$ cat config.mk
export PLATFORM = sky130hd
export DESIGN_NAME = timer_irq_ctrl
export DESIGN_NICKNAME = d
export VERILOG_FILES = /design/src/rtl/cpu_pkg.sv /design/src/rtl/timer_irq_ctrl_prescaler.sv /design/src/rtl/timer_irq_ctrl.sv
export SDC_FILE = /design/constraint.sdc
export NUM_CORES = 1
export LEC_CHECK = 0
export BUFFER_PORTS_ARGS = -buffer_cell sky130_fd_sc_hd__buf_2
export CAP_MARGIN = 20
export CORE_MARGIN = 4
export CORE_UTILIZATION = 30
export CTS_BUF_LIST = sky130_fd_sc_hd__clkbuf_4 sky130_fd_sc_hd__clkbuf_8 sky130_fd_sc_hd__clkbuf_16
export DETAILED_ROUTE_END_ITERATION = 10
export SYNTH_ARGS = -nofsm -noshare
export SYNTH_HDL_FRONTEND = slang
export SYNTH_SLANG_ARGS = --single-unit
$ cat constraint.sdc
create_clock -name clk -period 3.4 [get_ports clk]
set_clock_uncertainty 0.15 [all_clocks]
set_input_delay 0.51 -clock clk [delete_from_list [all_inputs] [get_ports clk]]
set_output_delay 0.51 -clock clk [all_outputs]
set_load 0.02 [all_outputs]
$ cat src/rtl/cpu_pkg.sv
// Shared CPU constants: peripheral base address, timer register
// word indices and TCON bit positions.
package cpu_pkg;

    localparam logic [31:0] PERIPH_BASE = 32'h4000_0000;

    // Word index (addr[4:2]) of each timer register
    localparam logic [2:0] REG_TH      = 3'd0;
    localparam logic [2:0] REG_TL      = 3'd1;
    localparam logic [2:0] REG_TCON    = 3'd2;
    localparam logic [2:0] REG_IRQCNT  = 3'd3;
    localparam logic [2:0] REG_SYSTICK = 3'd4;
    localparam logic [2:0] REG_RSVD    = 3'd5;

    localparam int TCON_EN   = 0;
    localparam int TCON_IE   = 1;
    localparam int TCON_PEND = 2;

endpackage

$ cat src/rtl/timer_irq_ctrl_prescaler.sv
// prescaler_ctr: divides clk by PRESCALE while enabled.
// Ports: clk_i, reset_i, en_i (count enable), clr_i (restart), tick_o.
module prescaler_ctr #(
    parameter int unsigned PRESCALE = 1
) (
    input  logic clk_i,
    input  logic reset_i,
    input  logic en_i,
    input  logic clr_i,
    output logic tick_o
);

    localparam int W = $clog2(PRESCALE + 1);
    localparam logic [W-1:0] LAST = W'(PRESCALE - 1);

    logic [W-1:0] pc_q;
    logic [W-1:0] pc_d;

    // A clear (TL write) suppresses the tick so the write wins.
    always_comb begin
        tick_o = en_i && !clr_i && (pc_q == LAST);
        pc_d   = pc_q + 1'b1;
        if (!en_i || clr_i || tick_o) begin
            pc_d = '0;
        end
    end

    always_ff @(posedge clk_i) begin
        if (reset_i) begin
            pc_q <= '0;
        end else begin
            pc_q <= pc_d;
        end
    end

endmodule

$ cat src/rtl/timer_irq_ctrl.sv
// timer_irq_ctrl: memory-mapped interval timer with level interrupt.
// Ports: clk, reset (sync, high), addr/wdata/MemRd/MemWr bus in,
// rdata (combinational load data), IRQsig (registered interrupt).
module timer_irq_ctrl
    import cpu_pkg::*;
#(
    parameter logic [31:0] BASE_ADDR = PERIPH_BASE,
    parameter int unsigned PRESCALE  = 1
) (
    input  logic        clk,
    input  logic        reset,
    input  logic [31:0] addr,
    input  logic [31:0] wdata,
    input  logic        MemRd,
    input  logic        MemWr,
    output logic [31:0] rdata,
    output logic        IRQsig
);

    logic [31:0] th_q, th_d;
    logic [31:0] tl_q, tl_d;
    logic        en_q, en_d;
    logic        ie_q, ie_d;
    logic        pend_q, pend_d;
    logic [31:0] irqcnt_q, irqcnt_d;
    logic [31:0] systick_q, systick_d;
    logic        irq_q, irq_d;

    logic [29:0] word_a;
    logic [2:0]  idx;
    logic        hit;
    logic        wr_th, wr_tl, wr_tcon;
    logic        tick, ovf, set_pend;

    // Byte offset bits are dropped; only whole words are decoded.
    assign word_a = 30'(addr >> 2);
    assign idx    = word_a[2:0];
    assign hit    = (word_a[29:3] == BASE_ADDR[31:5]) && (idx <= REG_RSVD);

    assign wr_th   = MemWr && hit && (idx == REG_TH);
    assign wr_tl   = MemWr && hit && (idx == REG_TL);
    assign wr_tcon = MemWr && hit && (idx == REG_TCON);

    prescaler_ctr #(
        .PRESCALE(PRESCALE)
    ) u_psc (
        .clk_i  (clk),
        .reset_i(reset),
        .en_i   (en_q),
        .clr_i  (wr_tl),
        .tick_o (tick)
    );

    assign ovf      = tick && (tl_q == 32'hFFFF_FFFF);
    assign set_pend = ovf && ie_q;

    always_comb begin
        rdata = '0;
        if (MemRd && hit) begin
            case (idx)
                REG_TH:      rdata = th_q;
                REG_TL:      rdata = tl_q;
                REG_TCON:    rdata = {29'd0, pend_q, ie_q, en_q};
                REG_IRQCNT:  rdata = irqcnt_q;
                REG_SYSTICK: rdata = systick_q;
                default:     rdata = '0;
            endcase
        end
    end

    always_comb begin
        th_d      = th_q;
        tl_d      = tl_q;
        en_d      = en_q;
        ie_d      = ie_q;
        pend_d    = pend_q;
        irqcnt_d  = irqcnt_q;
        systick_d = systick_q + 32'd1;

        if (tick) begin
            tl_d = ovf ? th_q : tl_q + 32'd1;
        end
        if (wr_th) begin
            th_d = wdata;
        end
        if (wr_tl) begin
            tl_d = wdata;
        end
        if (wr_tcon) begin
            en_d = wdata[TCON_EN];
            ie_d = wdata[TCON_IE];
            if (wdata[TCON_PEND]) begin
                pend_d = 1'b0;
            end
        end
        // A new overflow beats a same-cycle clear so no event is lost.
        if (set_pend) begin
            pend_d   = 1'b1;
            irqcnt_d = irqcnt_q + 32'd1;
        end
        irq_d = pend_d && ie_d;
    end

    always_ff @(posedge clk) begin
        if (reset) begin
            th_q      <= '0;
            tl_q      <= '0;
            en_q      <= 1'b0;
            ie_q      <= 1'b0;
            pend_q    <= 1'b0;
            irqcnt_q  <= '0;
            systick_q <= '0;
            irq_q     <= 1'b0;
        end else begin
            th_q      <= th_d;
            tl_q      <= tl_d;
            en_q      <= en_d;
            ie_q      <= ie_d;
            pend_q    <= pend_d;
            irqcnt_q  <= irqcnt_d;
            systick_q <= systick_d;
            irq_q     <= irq_d;
        end
    end

    assign IRQsig = irq_q;

endmodule
==> results by group, run 1 <==
Critical path
  – CP Max Fanout: 32
  – Crit path kind: in2out
  – Worst stage delay on the critical path: 0.36 ns
  – Endpoint class of the critical path: output pin
  – Worst EP required: 2.74 ns
  – Worst path arrival time: 2.43 ns
  – CP Cell Sequence: buf_2 -> nor4_1 -> nand4_1 -> nor2_1 -> nand3_1 -> buf_4 -> a21oi_1 -> buf_2
  – Worst r2r src: tl_q[25]$_SDFFE_PP0P_
  – Kind of start point of the critical path: primary input
  – Crit path max-delay cell type: nor4_1
  – CP most frequent cell: buf_2
  – CP startpoint: addr[7]

Synth
  – Distinct cells, synth: 58
  – Cell area after synthesis: 7190 um^2
  – Post-synth top area share: 37.0%
  – Synth warn: 0
  – Main synth FF type: dfxtp_1
  – Synth area leaders: dfxtp_1 37%, a21oi_1 8.6%, nand2_1 6.9%
  – Register area share after synthesis: 37.0%
  – Ys async rst share: 0%
  – Mapped Cells: 947
  – Top cell type by total area after synthesis: dfxtp_1
  – Synth Net Count: 1,018
  – Post-synth EDFFs: 0
  – Synth Area per Inst: 7.60 um^2
  – Seq cells post-synth: 133

Placed design
  – Place WS: 0.287 ns
  – Routability cong.: 0.858
  – Placed cell count: 1,329
  – Hpwl dp: 17,600 um
  – Placed Area: 8060 um^2
  – IO buf count: 98

Timing
  – F_max: 0.324 GHz
  – Worst Max-Slew Pin Slew: 0.766 ns
  – Sum Neg Setup Slack: 0 ns
  – Final hold violations: 0
  – Max Transition Viols Final: 0
  – Fin crit share: 90.8%
  – Slew HR: 49.0%
  – Crit path time final: 3.09 ns
  – Setup slack after layout: 0.311 ns
  – RSZ-0062 raised after global routing: no
  – Final setup violation count: 0

Drt
  – Total iterations of the first detailed-routing run: 5
  – Via count: 7,471
  – Drt drc: 0
  – Post-route ant nets: 0
  – Vias per cell: 5.49
  – Total Wirelength: 24,200 um
  – WL per Instance: 17.8 um
  – DR iter-0 viols: 774

Clock tree
  – H-tree depth: 4
  – Clock Latency Late Sink: 0.43 ns
  – Total CTS buffers: 17
  – CTS tree: yes
  – Root Buffer: clkbuf_16
  – Setup Fix Bufs, Post-CTS: 0
  – Clock Sinks: 133
  – Hold-fix buffers at CTS: 0
  – Post-cts sizing count: 0
  – Reg clk slew, reported paths: 0.06 ns
  – Clock buffer depth: 2

Run status
  – Status: finished, final reports clean

Floorplan
  – Die X: 163 um
  – IO Pins: 101
  – Die footprint: 26,500 um^2
  – Die H: 163 um
  – Total core area: 23,500 um^2
  – Starting Density: 30.6%
  – # rows: 56

Final layout
  – Area of the multi-input gates: 4220 um^2
  – Core Util, Final: 37.0%
  – Finished Layout Cells: 1,360
  – FILL cells: 2,492
  – # diodes: 0
  – Register Area: 2660 um^2
  – Nets: 1,100
  – Design Area, Final: 8710 um^2
  – Proportion of layout cells with a drive suffix above 1: 16.8%
  – Layout area overhead: 21.1%

Worst hold path
  – Hold path start: wdata[4]
  – Hold crit path type: in2reg

Run
  – Max Cap Violations: 0

Global route
  – Initial antenna violation count: 0
  – Global-route wire length before repair: 37,900 um
  – Number of global-route vias before repair: 6,830
  – Gr ovfl total: 0
  – Gr usage total: 18.1%
  – Largest net degree at the start of global routing: 66

Power
  – Highest ir drop seen on vdd: 0.360 mV
  – PD cells: 431 nW/um^2
  – Leakage Power: 0.00295 uW
[cell usage in the layout, fill, tap and decap left out, drive strengths merged, types with 7 or more instances in the layout]
| cell type | Yosys | layout |
|---|---|---|
| nand2 | 132 | 132 |
| or3 | 33 | 33 |
| xor2 | 21 | 21 |
| dfxtp | 133 | 133 |
| inv | 15 | 15 |
| a22oi | 58 | 58 |
| nand3 | 36 | 36 |
| nor2 | 70 | 70 |
| buf | 13 | 128 |
| mux2i | 8 | 8 |
| a21oi | 124 | 124 |
| and3 | 23 | 23 |
| nor3 | 15 | 15 |
| nor4 | 17 | 17 |
| o21ai | 44 | 44 |
| nand2b | 7 | 7 |
| xnor2 | 14 | 14 |
| clkbuf | 52 | 19 |
| nand4 | 31 | 31 |
| and4 | 9 | 9 |
| a211oi | 10 | 10 |
[final timing paths]
| kind | cells after the start | endpoint | slack (ns) |
|---|---|---|---|
| hold reg to reg | 1 | systick_q[0]$_SDFF_PP0_ | 0.31 |
| hold / removal | 2 | tl_q[4]$_SDFFE_PP0P_ | 0.17 |
| setup / recovery | 8 | rdata[10] | 0.31 |
| setup reg to reg | 6 | irqcnt_q[22]$_SDFFE_PP0P_ | 0.39 |
[logic make-up (layout without fill, tap and decap cells)]
family / count (synthesis) / after routing / share of synthesized area (%)
muxes: 11 / 11 / 1.58
adders and majority gates: 3 / 3 / 0.522
buffers and inverters: 80 / 174 / 4.56
DFF: 133 / 133 / 37.0
AOI/OAI and AO/OA: 282 / 282 / 24.0
other: 1 / 1 / 0.0521
xor gates and xnor gates: 35 / 35 / 4.26
and+or+nand+nor: 402 / 402 / 28.0
[state kept, by name, summed over array words and instances (netlist names)]
| name | count |
|---|---|
| en_q | 1 |
| th_q | 32 |
| IRQsig | 1 |
| systick_q | 32 |
| tl_q | 32 |
| pend_q | 1 |
| ie_q | 1 |
| u_psc.pc_q | 1 |
| irqcnt_q | 32 |
[Yosys cell counts, drive strengths merged, types with 6 or more instances]
| cell type | n |
|---|---|
| o2bb2ai | 6 |
| nor2 | 70 |
| nand3 | 36 |
| buf | 13 |
| a22oi | 58 |
| mux2i | 8 |
| nand4 | 31 |
| a21oi | 124 |
| or4 | 6 |
| nand2 | 132 |
| a31oi | 6 |
| nand2b | 7 |
| and2 | 6 |
| and4 | 9 |
| dfxtp | 133 |
| and3 | 23 |
| nor3 | 15 |
| xnor2 | 14 |
| or3 | 33 |
| a211oi | 10 |
| clkbuf | 52 |
| inv | 15 |
| nor4 | 17 |
| o21ai | 44 |
| xor2 | 21 |
[per-stage QoR]
| step | hold WS [ns] | power [uW] |
|---|---|---|
| floorplan | 0.276 | 1660 |
| global placement | 0.292 | 1730 |
| detailed placement | 0.304 | 1730 |
| CTS | 0.156 | 3790 |
| global route | 0.165 | 3860 |
| finish | 0.170 | 3760 |
[final cells by class]
type                    instances  share of cell area, %
clock buffers                  19                   5.20
clock inverters                12                   2.33
inverters                      15                  0.646
multi-input cells             734                   48.4
flip-flops and latches        133                   30.6
well taps                     319                   4.58
repair buffers                128                   8.24
[worst max-delay path: cells and delay by family]
| family | cells | cell delay (ns) |
|---|---|---|
| compound gates | 1 | 0.33 |
| simple gates | 4 | 1.00 |
| buf+inv | 3 | 0.58 |
[layer usage]
| layer | wire length, um | GRT usage (%) | up-vias |
|---|---|---|---|
| met4 | 861 | 7.36 | 0 |
| met2 | 11000 | 28.2 | 241 |
| met3 | 1530 | 3.67 | 52 |
| met1 | 10700 | 24.6 | 3541 |
| li1 | - | - | 3637 |
| met5 | 0 | 0 | - |
[report_power, final]
part           leakage [uW]  internal, uW  switching (uW)
Combinational       0.00157          43.0            82.1
Clock              0.000307          1340             727
Sequential          0.00107          1560            5.32
(Power assumes the default switching activity.)
==> inputs of run 2 (changes only) <==
Settings changed: GPL_TIMING_DRIVEN set to 0, PLACE_DENSITY set to 0.52.
==> run 2 against run 1 <==
Clock power down 9%. Clock-buffer cell count up 1. Core utilization fell by 0.074 points. Critical path depth stayed put. Combinational power up 10%. Critical path type unchanged. Largest cell class unchanged. Largest power group unchanged. Highest routed layer is now met5.
==> results by group, run 2 (same netlist as run 1, synthesis figures left out) <==
Power
  – PD cells: 411 nW/um^2 (was 431 nW/um^2)
  – Design Power: 3580 uW (was 3760 uW)
  – Highest ir drop seen on vdd: 0.338 mV (was 0.360 mV)
  – Sw frac: 23.7% (was 21.7%)
  – Int Pwr: 2730 uW (was 2940 uW)
  – Clock power share: 52.3% (was 54.9%)
  – Comb pwr share: 3.9% (was 3.3%)
  – Leakage Power: 0.00289 uW (was 0.00295 uW)
  – Seq pwr share: 43.9% (was 41.8%)
  – P_sw: 846 uW (was 814 uW)

Drt
  – Total iterations of the first detailed-routing run: 6 (was 5)
  – Drt drc: 0 (unchanged)
  – DR iter-0 viols: 824 (was 774)
  – WL per Instance: 20.0 um (was 17.8 um)
  – Post-route ant nets: 0 (unchanged)
  – Via count: 7,632 (was 7,471)
  – Vias per cell: 5.47 (was 5.49)
  – Total Wirelength: 28,000 um (was 24,200 um)

Final layout
  – Nets: 1,136 (was 1,100)
  – FILL cells: 2,544 (was 2,492)
  – Finished Layout Cells: 1,396 (was 1,360)
  – # diodes: 0 (unchanged)
  – Most frequent cells in the layout: 133 x dfxtp_1, 132 x nand2_1, 122 x a21oi_1 (was 133 x dfxtp_1, 132 x nand2_1, 124 x a21oi_1)
  – Area of the multi-input gates: 4220 um^2 (about the same)
  – Layout area overhead: 20.9% (was 21.1%)
  – Register Area: 2660 um^2 (unchanged)
  – Proportion of layout cells with a drive suffix above 1: 14.6% (was 16.8%)
  – Commonest non-fill, non-tap cell in the layout: dfxtp_1 (unchanged)

Critical path
  – Worst path arrival time: 2.60 ns (was 2.43 ns)
  – Endpoint class of the critical path: output pin (unchanged)
  – CP Max Fanout: 10 (was 32)
  – Crit path kind: in2out (unchanged)
  – Kind of start point of the critical path: primary input (unchanged)
  – FF-to-FF path depth: 7 (was 6)
  – Worst EP required: 2.74 ns (about the same)

Floorplan
  – Die H: 163 um (unchanged)
  – IO Pins: 101 (unchanged)
  – # rows: 56 (unchanged)
  – Starting Density: 30.6% (unchanged)
  – Die X: 163 um (unchanged)
  – Die footprint: 26,500 um^2 (unchanged)
  – Total core area: 23,500 um^2 (unchanged)

Placed design
  – Hpwl dp: 21,400 um (was 17,600 um)
  – Routability cong.: 0.952 (was 0.858)
  – Place WS: -0.243 ns (was 0.287 ns)
  – Placed cell count: 1,365 (was 1,329)
  – IO buf count: 96 (was 98)

Timing
  – Max Transition Viols Final: 0 (unchanged)
  – Setup slack after layout: 0.137 ns (was 0.311 ns)
  – Slew HR: 32.9% (was 49.0%)
  – Crit path time final: 3.26 ns (was 3.09 ns)
  – F_max: 0.306 GHz (was 0.324 GHz)
  – Final setup violation count: 0 (unchanged)
  – Fin crit share: 96.0% (was 90.8%)
  – Sum Neg Setup Slack: 0 ns (unchanged)
  – RSZ-0062 raised after global routing: no (unchanged)
  – Final hold violations: 0 (unchanged)
  – Worst Max-Slew Pin Slew: 0.999 ns (was 0.766 ns)

Global route
  – GRT met3 Usage: 4.13% (was 3.67%)
  – GR Util met2: 33.9% (was 28.2%)
  – Initial antenna violation count: 1 (was 0)
  – Gr busiest metal: met2 (unchanged)
  – Gr ovfl total: 0 (unchanged)
  – Gr usage total: 20.7% (was 18.1%)
  – Global-route wire length before repair: 42,000 um (was 37,900 um)
  – Largest net degree at the start of global routing: 17 (was 66)
  – Number of global-route vias before repair: 7,153 (was 6,830)
  – Met1 Use GR: 27.2% (was 24.6%)

Clock tree
  – CTS tree: yes (unchanged)
  – Clock Sinks: 133 (unchanged)
  – Root Buffer: clkbuf_16 (unchanged)
  – Hold-fix buffers at CTS: 0 (unchanged)
  – Reg clk slew, reported paths: 0.06 ns (about the same)
  – H-tree depth: 4 (unchanged)
  – Clock buffer depth: 2 (unchanged)
  – Clock Latency Late Sink: 0.43 ns (about the same)
  – Total CTS buffers: 17 (unchanged)

Worst hold path
  – Hold crit path type: in2reg (unchanged)
  – Hold path depth: 2 (unchanged)

Run
  – Max Cap Violations: 0 (unchanged)

Run status
  – Status: finished, final reports clean (unchanged)
[run 2: cell types whose count changed in the layout (fill, tap and decap cells not counted), moves of 3 or more]
cell / delta
clkbuf_1: +51
buf_4: -25
buf_2: +4
buf_1: +3
bufinv_16: -3
[run 2: layout make-up]
cell class | count | share of cell area (%)
clock buffer | 20 | 5.29
sequential | 133 | 30.6
timing repair buffer | 99 | 5.76
buffer | 65 | 3.15
inverter | 15 | 0.647
multi-input combinational | 734 | 48.5
tap | 319 | 4.59
clock inverter | 11 | 1.47
[run 2: worst max-delay path: stages]
cell and delay, ns:
buf_2 0.09, nor4_1 0.40, nand4_1 0.25, nor2_1 0.22, nand3_1 0.27, clkbuf_1 0.31
a21oi_1 0.31, buf_2 0.23
[run 2: timing repair]
action / in CTS / in global routing
resized for setup: 0 / 6
buffers inserted: 0 / 0
endpoints found under the setup margin: 0 / 11
[run 2: worst paths after layout]
check                                        startpoint                 endpoint  slack, ns
worst max-delay path                           addr[16]                rdata[13]       0.14
worst min-delay path                          wdata[14]    tl_q[14]$_SDFFE_PP0P_       0.15
worst max register to register     tl_q[0]$_SDFFE_PP0P_    tl_q[27]$_SDFFE_PP0P_       0.21
worst min register to register  systick_q[0]$_SDFF_PP0_  systick_q[0]$_SDFF_PP0_       0.33
[run 2: through the flow]
stage	utilization, %	hold WS [ns]	cell area, um^2
detailed placement	34.4	0.311	8090
finish	36.9	0.148	8700
floorplan	-	0.276	7190
global placement	34.3	0.305	8070
CTS	36.9	0.135	8680
global route	36.9	0.137	8700
[run 2: power by group through the flow]
| stage | combinational (uW) | clock [uW] | sequential, uW |
|---|---|---|---|
| after floorplan | 56.4 | 0 | 1600 |
| after global placement | 135 | 0 | 1600 |
| after detailed placement | 136 | 0 | 1600 |
| after CTS | 137 | 1900 | 1570 |
| after global routing | 149 | 1970 | 1570 |
| final | 138 | 1870 | 1570 |
[run 2: layer usage]
layer | part of all wire (%) | up-vias
met5 | 0.046 | -
met4 | 2.8 | 2
met3 | 5.8 | 51
met2 | 47 | 289
met1 | 45 | 3577
li1 | - | 3713
==> inputs of run 3 (changes only) <==
Settings changed: CORE_UTILIZATION 30 to 58, PLACE_DENSITY 0.52 to 0.86.
==> run 3 against run 2 <==
Clock-buffer cell count up 3. Critical endpoint is now rdata[11]. Maximum frequency down 0.77%. Sequential share of layout area up 0.47 points. Global-route usage increased by 14 points.
==> results by group, run 3 (same netlist as run 1, synthesis figures left out) <==
Run status
  – Status: finished, final reports clean (unchanged)

Power
  – Highest ir drop seen on vdd: 0.413 mV (was 0.338 mV)
  – PD cells: 439 nW/um^2 (was 411 nW/um^2)
  – Leakage Power: 0.00293 uW (was 0.00289 uW)
  – Design Power: 3760 uW (was 3580 uW)

Drt
  – Drt drc: 0 (unchanged)
  – Total Wirelength: 24,700 um (was 28,000 um)
  – Post-route ant nets: 0 (unchanged)
  – DR iter-0 viols: 1,239 (was 824)
  – Total iterations of the first detailed-routing run: 6 (unchanged)
  – Vias per cell: 6.47 (was 5.47)
  – Via count: 8,066 (was 7,632)
  – WL per Instance: 19.8 um (was 20.0 um)

Global route
  – Gr usage total: 34.8% (was 20.7%)
  – Number of global-route vias before repair: 7,503 (was 7,153)
  – Global-route wire length before repair: 39,000 um (was 42,000 um)
  – Gr ovfl total: 0 (unchanged)
  – Initial antenna violation count: 0 (was 1)
  – Largest net degree at the start of global routing: 17 (unchanged)

Floorplan
  – IO Pins: 101 (unchanged)
  – Total core area: 12,100 um^2 (was 23,500 um^2)
  – Starting Density: 59.6% (was 30.6%)
  – # rows: 40 (was 56)
  – Die footprint: 14,200 um^2 (was 26,500 um^2)
  – Die X: 119 um (was 163 um)
  – Die H: 119 um (was 163 um)

Critical path
  – CP Buf/Inv Count: 3 (unchanged)
  – Crit path kind: in2out (unchanged)
  – Kind of start point of the critical path: primary input (unchanged)
  – Worst stage delay on the critical path: 0.59 ns (was 0.40 ns)
  – Worst path arrival time: 2.63 ns (was 2.60 ns)
  – Crit path max-delay cell type: nor3_1 (was nor4_1)
  – Worst EP required: 2.74 ns (about the same)
  – CP most frequent cell: clkbuf_1 (was buf_2)
  – CP Cell Sequence: clkbuf_1 -> nor3_1 -> clkbuf_1 -> a22oi_1 -> a21oi_1 -> buf_2 (was buf_2 -> nor4_1 -> nand4_1 -> nor2_1 -> nand3_1 -> clkbuf_1 -> a21oi_1 -> buf_2)
  – Endpoint class of the critical path: output pin (unchanged)
  – CP Max Fanout: 10 (unchanged)
  – CP delay by family, top: buffers and inverters (was simple AND/OR/NAND/NOR gates)

Final layout
  – Most frequent cells in the layout: 133 x dfxtp_1, 132 x nand2_1, 124 x a21oi_1 (was 133 x dfxtp_1, 132 x nand2_1, 122 x a21oi_1)
  – Nets: 1,136 (unchanged)
  – Commonest non-fill, non-tap cell in the layout: dfxtp_1 (unchanged)
  – Core Util, Final: 71.0% (was 36.9%)
  – Layout area overhead: 19.1% (was 20.9%)
  – Area of the multi-input gates: 4200 um^2 (was 4220 um^2)
  – FILL cells: 996 (was 2,544)
  – # diodes: 0 (unchanged)
  – Register Area: 2660 um^2 (unchanged)
  – Proportion of layout cells with a drive suffix above 1: 14.3% (was 14.6%)

Timing
  – Max Transition Viols Final: 0 (unchanged)
  – Fin crit share: 96.7% (was 96.0%)
  – Fin Hold WS: 0.159 ns (was 0.148 ns)
  – Final hold violations: 0 (unchanged)
  – F_max: 0.304 GHz (was 0.306 GHz)
  – Crit path time final: 3.29 ns (was 3.26 ns)
  – Worst Max-Slew Pin Slew: 0.940 ns (was 0.999 ns)
  – Final setup violation count: 0 (unchanged)
  – RSZ-0062 raised after global routing: no (unchanged)
  – Slew HR: 36.8% (was 32.9%)

Placed design
  – Hpwl dp: 18,200 um (was 21,400 um)
  – IO buf count: 96 (unchanged)
  – Routability cong.: 1.04 (was 0.952)

Clock tree
  – Setup Fix Bufs, Post-CTS: 0 (unchanged)
  – Clock Sinks: 133 (unchanged)
  – CTS tree: yes (unchanged)
  – Clock Latency Late Sink: 0.42 ns (was 0.43 ns)
  – Root Buffer: clkbuf_16 (unchanged)
  – H-tree depth: 4 (unchanged)
  – Total CTS buffers: 17 (unchanged)
  – Clock buffer depth: 2 (unchanged)
  – Reg clk slew, reported paths: 0.06 ns (about the same)

Run
  – Max Cap Violations: 0 (unchanged)

Worst hold path
  – Hold crit path type: in2reg (unchanged)
[run 3: cell count changes in the layout (fill, tap and decap cells not counted), moves of 2 or more]
cell and delta:
a21oi_2 -2, a21oi_1 +2, clkinv_4 -3, bufinv_16 +3
clkbuf_4 +2, clkinvlp_4 -2
[run 3: metrics by stage]
step	setup slack (ns)	setup TNS [ns]	instance area (um^2)	instances
finish	0.112	0	8560	1246
global route	0.0554	0	8560	1246
CTS	0.214	0	8560	1245
detailed placement	-0.0268	-0.0817	7900	1213
global placement	-0.326	-3.81	7880	1211
floorplan	0.795	0	7190	947
[run 3: final timing paths]
path                    startpoint               endpoint  slack, ns  cells past startpoint
min                      wdata[14]  tl_q[14]$_SDFFE_PP0P_       0.16                      2
max reg2reg   tl_q[0]$_SDFFE_PP0P_  tl_q[27]$_SDFFE_PP0P_       0.23                      7
max                        addr[3]              rdata[11]       0.11                      6
min reg2reg  th_q[29]$_SDFFE_PP0P_  th_q[29]$_SDFFE_PP0P_       0.33                      2
[run 3: metal layers]
| metal | GRT usage (%) | vias up | part of all wire [%] |
|---|---|---|---|
| li1 | - | 3700 | - |
| met1 | 45.3 | 3692 | 38 |
| met2 | 52.4 | 558 | 44 |
| met3 | 8.74 | 116 | 12 |
| met4 | 19.8 | 0 | 5.7 |
| met5 | 0 | - | 0 |
[run 3: layout make-up]
cell class                      instances  area share, %
Multi-Input combinational cell        734           49.1
Sequential cell                       133           31.1
Timing Repair Buffer                   99           5.81
Clock buffer                           23           5.71
Buffer                                 65           3.18
Tap cell                              168           2.45
Clock inverter                          9           2.02
Inverter                               15          0.657
[run 3: power by group]
part           internal [uW]  total, uW  switching (uW)
sequential              1560       1570            5.73
combinational           43.8        132            88.5
clock                   1380       2050             675
[run 3: repair_timing]
item                                    CTS  global route
endpoints found under the setup margin    0             2
gates resized for setup                   0             1
hold buffers                              0             0
